File: src/rtl/acq_sequencer.sv
// acq_sequencer: SPI config forwarding, relay drive, settle wait and sweep-aligned capture gating.
module acq_sequencer #(
  parameter int TX_W     = 24,
  parameter int RX_W     = 8,
  parameter int NUM_CH   = 2,
  parameter int CNT_W    = 32,
  parameter int SETTLE_W = 16
) (
  input  logic                clk_i,
  input  logic                rst_clk_i,
  input  logic [TX_W-1:0]     tx_reg_i,
  input  logic                transfer_start_i,
  output logic [TX_W-1:0]     tx_reg_o,
  output logic                transfer_start_o,
  input  logic [RX_W-1:0]     rx_reg_i,
  input  logic                transfer_done_i,
  output logic [RX_W-1:0]     rx_reg_o,
  output logic                transfer_done_o,
  input  logic                config_done_i,
  input  logic                abort_i,
  input  logic [NUM_CH-1:0]   coupling_i,
  input  logic [NUM_CH-1:0]   gain_i,
  input  logic [SETTLE_W-1:0] settle_cycles_i,
  input  logic [CNT_W-1:0]    sweep_num_i,
  input  logic                sweep_complete_i,
  output logic                iddr_clk_en_o,
  output logic [CNT_W-1:0]    sweep_cnt_o,
  output logic                acq_done_o,
  output logic                busy_o,
  output logic                com_sc_h_t_o,
  output logic                com_sc_l_t_o,
  output logic [NUM_CH-1:0]   ac_h_t_o,
  output logic [NUM_CH-1:0]   ac_l_t_o,
  output logic [NUM_CH-1:0]   gain_h_t_o,
  output logic [NUM_CH-1:0]   gain_l_t_o
);
  typedef enum logic [2:0] {IDLE, SPI_XFER, SETTLE, ARM, ACQUIRE} state_t;
  state_t              state_q, state_d;
  logic [1:0]          xfer_sync_q, cfg_sync_q;
  logic                xfer_prev_q, cfg_prev_q;
  logic                xfer_edge, cfg_edge;
  logic                pend_q, pend_d;
  logic [TX_W-1:0]     tx_q, tx_d;
  logic                start_q, start_d;
  logic [RX_W-1:0]     rx_q;
  logic                done_q;
  logic [NUM_CH-1:0]   cpl_q, cpl_d, gain_q, gain_d;
  logic [CNT_W-1:0]    num_q, num_d, cnt_q, cnt_d;
  logic [SETTLE_W-1:0] settle_q, settle_d;
  logic                en_q, en_d;
  logic                acq_done_q, acq_done_d;
  logic                active;
  // Synchronisers reset high so a level already high across reset never looks like an edge
  always_ff @(posedge clk_i) begin
    if (rst_clk_i) begin
      xfer_sync_q <= '1;
      cfg_sync_q  <= '1;
      xfer_prev_q <= 1'b1;
      cfg_prev_q  <= 1'b1;
    end else begin
      xfer_sync_q <= {xfer_sync_q[0], transfer_start_i};
      cfg_sync_q  <= {cfg_sync_q[0], config_done_i};
      xfer_prev_q <= xfer_sync_q[1];
      cfg_prev_q  <= cfg_sync_q[1];
    end
  end
  assign xfer_edge = xfer_sync_q[1] & ~xfer_prev_q;
  assign cfg_edge  = cfg_sync_q[1] & ~cfg_prev_q;
  always_ff @(posedge clk_i) begin
    if (rst_clk_i) begin
      state_q    <= IDLE;
      pend_q     <= 1'b0;
      tx_q       <= '0;
      start_q    <= 1'b0;
      rx_q       <= '0;
      done_q     <= 1'b0;
      cpl_q      <= '0;
      gain_q     <= '0;
      num_q      <= '0;
      cnt_q      <= '0;
      settle_q   <= '0;
      en_q       <= 1'b0;
      acq_done_q <= 1'b0;
    end else begin
      state_q    <= state_d;
      pend_q     <= pend_d;
      tx_q       <= tx_d;
      start_q    <= start_d;
      rx_q       <= transfer_done_i ? rx_reg_i : rx_q;
      done_q     <= transfer_done_i;
      cpl_q      <= cpl_d;
      gain_q     <= gain_d;
      num_q      <= num_d;
      cnt_q      <= cnt_d;
      settle_q   <= settle_d;
      en_q       <= en_d;
      acq_done_q <= acq_done_d;
    end
  end
  always_comb begin
    state_d    = state_q;
    pend_d     = pend_q | (xfer_edge && state_q != IDLE);
    tx_d       = tx_q;
    start_d    = 1'b0;
    cpl_d      = cpl_q;
    gain_d     = gain_q;
    num_d      = num_q;
    cnt_d      = cnt_q;
    settle_d   = settle_q;
    en_d       = en_q;
    acq_done_d = 1'b0;
    case (state_q)
      IDLE: begin
        if (cfg_edge) begin
          cpl_d    = coupling_i;
          gain_d   = gain_i;
          num_d    = (sweep_num_i == '0) ? CNT_W'(1) : sweep_num_i;
          cnt_d    = '0;
          settle_d = settle_cycles_i;
          pend_d   = pend_q | xfer_edge;
          state_d  = SETTLE;
        end else if (xfer_edge || pend_q) begin
          tx_d    = tx_reg_i;
          start_d = 1'b1;
          pend_d  = 1'b0;
          state_d = SPI_XFER;
        end
      end
      SPI_XFER: state_d = transfer_done_i ? IDLE : SPI_XFER;
      // A load of 0 or 1 both give a single settle cycle
      SETTLE: begin
        if (abort_i) state_d = IDLE;
        else if (settle_q <= SETTLE_W'(1)) state_d = ARM;
        else settle_d = settle_q - SETTLE_W'(1);
      end
      ARM: begin
        if (abort_i) state_d = IDLE;
        else if (sweep_complete_i) begin
          en_d    = 1'b1;
          state_d = ACQUIRE;
        end
      end
      ACQUIRE: begin
        if (abort_i) begin
          en_d    = 1'b0;
          state_d = IDLE;
        end else if (sweep_complete_i) begin
          cnt_d = cnt_q + CNT_W'(1);
          if (cnt_d == num_q) begin
            en_d       = 1'b0;
            acq_done_d = 1'b1;
            state_d    = IDLE;
          end
        end
      end
      default: state_d = IDLE;
    endcase
  end
  assign active           = (state_q == SETTLE) || (state_q == ARM) || (state_q == ACQUIRE);
  assign tx_reg_o         = tx_q;
  assign transfer_start_o = start_q;
  assign rx_reg_o         = rx_q;
  assign transfer_done_o  = done_q;
  assign iddr_clk_en_o    = en_q;
  assign sweep_cnt_o      = cnt_q;
  assign acq_done_o       = acq_done_q;
  assign busy_o           = state_q != IDLE;
  assign com_sc_h_t_o     = active ? cpl_q[0] : 1'b1;
  assign com_sc_l_t_o     = active ? ~cpl_q[0] : 1'b1;
  assign ac_h_t_o         = active ? ~cpl_q : '1;
  assign ac_l_t_o         = active ? cpl_q : '1;
  assign gain_h_t_o       = active ? ~gain_q : '1;
  assign gain_l_t_o       = active ? gain_q : '1;
endmodule

File: config.mk
export PLATFORM = sky130hd
export DESIGN_NAME = acq_sequencer
export DESIGN_NICKNAME = d
export VERILOG_FILES = /design/src/rtl/acq_sequencer.sv
export SDC_FILE = /design/constraint.sdc
export NUM_CORES = 1
export LEC_CHECK = 0
export CAP_MARGIN = 10
export CELL_PAD_IN_SITES_DETAIL_PLACEMENT = 1
export CELL_PAD_IN_SITES_GLOBAL_PLACEMENT = 1
export CORE_AREA = 5 5 145 147
export CTS_BUF_LIST = sky130_fd_sc_hd__clkbuf_16
export CTS_CLUSTER_SIZE = 16
export DETAILED_ROUTE_END_ITERATION = 8
export DIE_AREA = 0 0 150 152
export PLACE_DENSITY = 0.82
export SLEW_MARGIN = 10
export SYNTH_ARGS = -nofsm -noshare
export SYNTH_HDL_FRONTEND = slang
export SYNTH_SLANG_ARGS = --single-unit
File: constraint.sdc
create_clock -name clk_i -period 3.56 [get_ports clk_i]
set_clock_uncertainty 0.05 [all_clocks]
set_input_delay 0.356 -clock clk_i [delete_from_list [all_inputs] [get_ports clk_i]]
set_output_delay 0.356 -clock clk_i [all_outputs]
set_load 0.01 [all_outputs]
==> metrics.csv <==
stage,metric,value,unit
sta,Tmin final,3.18,ns
sta,TNS Setup,0,ns
finish,layout cells sized above 1,6.84,%
logic_synthesis,synth unique cells,63,
critical_path,max incr delay on CP,0.56,ns
power_and_ir_drop,Final Power,4.33,mW
power_and_ir_drop,Static Leak,3.16,nW
logic_synthesis,"EDFF count, synth",0,
drt,vias per cell,5.29,
finish,Final #Nets,1135,
critical_path,"Max FO, Critical Path",9,
clock_tree,Num CTS Buffers,17,
clock_tree,setup bufs post-CTS,0,
logic_synthesis,Mapped Cells,897,
power_and_ir_drop,Worst VDD drop,0.000326,V
logic_synthesis,synthesized area,6710,µm²
clock_tree,"Clk pin slew, worst setup/hold paths",0.06,ns
floorplanning,I/O pin count,170,
critical_path,Critical Path AT,3.42,ns
critical_path,"Slowest-stage cell, CP",or4_4,
drt,Routed WL,23800,µm
floorplanning,Row Count,52,
drt,vias,7000,
sta,Worst Tran Pin Value,1.11,ns
drt,Residual DRC,0,
global_routing,largest net degree at the start of global routing,83,
clock_tree,clk_lat worst skew,0.43,ns
critical_path,Setup Crit Path Kind,reg -> reg,
finish,Seq. cell area,2600,µm²
critical_path,R2R setup slack,0.38,ns
logic_synthesis,Yosys warnings,0,
sta,hold_ws,0.360,ns
drt,Initial DRT Pass Iterations,5,
finish,Fillers,2437,
global_routing,global-route wire length before repair,37900,µm
sta,# setup viols final,0,
critical_path,CP startpoint kind,register,
clock_tree,H-tree depth,4,
floorplanning,die width,150,µm
sta,Fmax,315,MHz
critical_path,Critical Path RT,3.80,ns
sta,Final Slew Violations,0,
clock_tree,clock sinks,130,
drt,Wirelength per Cell,18.0,µm
placed_design,Detail Placement HPWL,17200,µm
finish,n_diodes,0,
global_routing,overall routing resource usage,20.7,%
placed_design,placed insts,1292,
floorplanning,core region area,19800,µm²
floorplanning,initial core utilization,33.9,%
logic_synthesis,"Primary FF master, synth",dfxtp_1,
clock_tree,CTS tree,yes,
clock_tree,"Hold-fix buffers, CTS",0,
finish,"Cell Count, Final, Fillers Out",1323,
sta,RSZ-0062 raised after global routing,no,
floorplanning,die height,152,µm
placed_design,port bufs,169,
global_routing,gr ovfl total,0,
finish,footprint of the multi-input gates,3810,µm²
critical_path,"Cell Chain, Critical Path",nand4_1 -> nor4_4 -> nand2_2 -> mux2_4 -> a221o_1 -> or4_4 -> o31ai_2 -> a31oi_1,
logic_synthesis,syn avg cell area,7.48,µm²
run,max-cap check violation count,0,
hold_path,HP Class,reg -> reg,
drt,starting DRC count in detailed routing,322,
sta,Final Hold Vio Count,0,
power_and_ir_drop,Pwr per Cell Area,472,nW/µm²
logic_synthesis,Post-synth ARST share,0,%
global_routing,vias in the first global route,7124,
clock_tree,Max Root-Sink Buffers,2,
logic_synthesis,"Net Count, Synth",991,
logic_synthesis,sequential area share after synthesis,38.8,%
finish,Layout area overhead,36.8,%
sta,Tcrit/Tclk final,89.3,%
sta,Rel. slew slack,25.8,%
critical_path,crit end category,register,
outcome,outcome,completed,
clock_tree,post-cts resize count,0,
clock_tree,clk root buf,clkbuf_16,
floorplanning,die area,22800,µm²
logic_synthesis,post-synthesis register bit count,130,
placed_design,gpl congestion,0.885,
drt,DRT antenna net count,0,
global_routing,number of antenna violations at the first check in global routing,0,
[sequential cells by signal, summed over array words and instances (netlist names)]
| register | count |
|---|---|
| transfer_done_o | 1 |
| cfg_prev_q | 1 |
| gain_q | 2 |
| iddr_clk_en_o | 1 |
| xfer_prev_q | 1 |
| xfer_sync_q | 2 |
| cfg_sync_q | 2 |
| settle_q | 16 |
| pend_q | 1 |
| acq_done_o | 1 |
| tx_reg_o | 24 |
| sweep_cnt_o | 32 |
| cpl_q | 2 |
| state_q | 3 |
| rx_reg_o | 8 |
| transfer_start_o | 1 |
| num_q | 32 |
[layout make-up]
class | count | share of cell area (%)
Multi-Input combinational cell | 691 | 41.5
Sequential cell | 130 | 28.4
Timing Repair Buffer | 188 | 20.0
Clock buffer | 17 | 4.64
Tap cell | 270 | 3.68
Clock inverter | 14 | 1.36
Inverter | 13 | 0.532
[critical path: cells and delay by family, from the launching register on]
kind	cells	cell delay, ns
and+or+nand+nor	4	1.50
muxes	1	0.33
AOI/OAI and AO/OA	3	0.65
DFF	1	0.51
[metal layers]
layer  wire length [µm]  part of all wire, %  GRT usage, %
met2              11400                   48          34.2
met4                374                  1.6          6.71
met1              10500                   44          26.4
met5                  0                    0             0
met3               1540                  6.5          5.12
[cells by family (layout without fill, tap and decap cells)]
| kind of cell | after synthesis | in the layout | share of synthesized area [%] |
|---|---|---|---|
| xor+xnor | 36 | 36 | 4.70 |
| compound gates | 216 | 216 | 19.0 |
| flops | 130 | 130 | 38.8 |
| buf+inv | 76 | 232 | 4.59 |
| fa+ha+maj | 3 | 3 | 0.560 |
| mux | 15 | 15 | 2.33 |
| simple gates | 421 | 421 | 30.0 |
[report_power, final]
group / internal [mW] / leakage (nW) / switching (mW)
clock: 1.01 / 0.269 / 0.662
combinational: 0.449 / 1.84 / 0.601
sequential: 1.53 / 1.05 / 0.0774
total: 2.99 / 3.16 / 1.34
[worst paths after layout]
path,depth (start not counted),to,start
max,8,iddr_clk_en_o,sweep_cnt_o[11]
min,1,xfer_sync_q[1],xfer_sync_q[0]
max reg2reg,8,iddr_clk_en_o,sweep_cnt_o[11]
min reg2reg,1,xfer_sync_q[1],xfer_sync_q[0]
[synth_stat cells (all sizes together) (4+ instances only)]
| cell | number | area share [%] |
|---|---|---|
| nand2 | 174 | 9.8 |
| dfxtp | 130 | 39 |
| a21oi | 109 | 8.1 |
| nor2 | 86 | 4.8 |
| clkbuf | 50 | 2.8 |
| o21ai | 38 | 2.8 |
| nor3 | 34 | 2.7 |
| xnor2 | 25 | 3.3 |
| nand3 | 24 | 1.9 |
| nor4 | 20 | 2.2 |
| a211oi | 13 | 1.5 |
| buf | 13 | 1.0 |
| inv | 13 | 0.73 |
| mux2i | 13 | 1.9 |
| nand4 | 13 | 1.4 |
| a31oi | 12 | 1.1 |
| nand2b | 12 | 1.1 |
| a22oi | 11 | 1.2 |
| xor2 | 11 | 1.4 |
| or4 | 10 | 1.2 |
| and3 | 8 | 0.75 |
| or2 | 8 | 0.75 |
| nor2b | 7 | 0.65 |
| or3 | 7 | 0.69 |
| o211ai | 5 | 0.56 |
| and2 | 4 | 0.37 |
| and4 | 4 | 0.52 |
| nand3b | 4 | 0.45 |
| o22ai | 4 | 0.37 |
[metrics by stage]
step | util, % | setup slack, ns | instance area, µm²
after floorplan | - | 0.557 | 6710
after global placement | 43.6 | 0.479 | 8630
after detailed placement | 43.6 | 0.421 | 8630
after CTS | 46.4 | 0.420 | 9180
after global routing | 46.4 | 0.151 | 9180
final | 46.4 | 0.382 | 9180
[placed cells by master (no fill, tap or decap), types with 4 or more instances in the layout]
cell type	netlist	final
mux2i_1	13	13
a22oi_1	11	11
nand3_1	23	23
nor2_1	86	84
xor2_1	11	11
nor3_1	32	31
dfxtp_1	130	130
nand4_1	12	12
or2_2	8	8
nor2b_1	7	7
and2_1	4	4
and3_1	8	8
and4_1	4	4
or4_1	9	9
a211oi_1	12	12
or3_1	5	5
inv_1	13	15
xnor2_1	25	25
clkdlybuf4s50_1	0	168
o22ai_1	4	4
clkbuf_16	0	17
a31oi_1	12	12
nand3b_1	4	4
a21oi_1	109	109
nand2b_1	12	12
buf_4	3	20
o211ai_1	5	5
o21ai_0	38	38
nand2_1	172	172
nor4_1	18	18
Power figures use the tool's default switching activity.
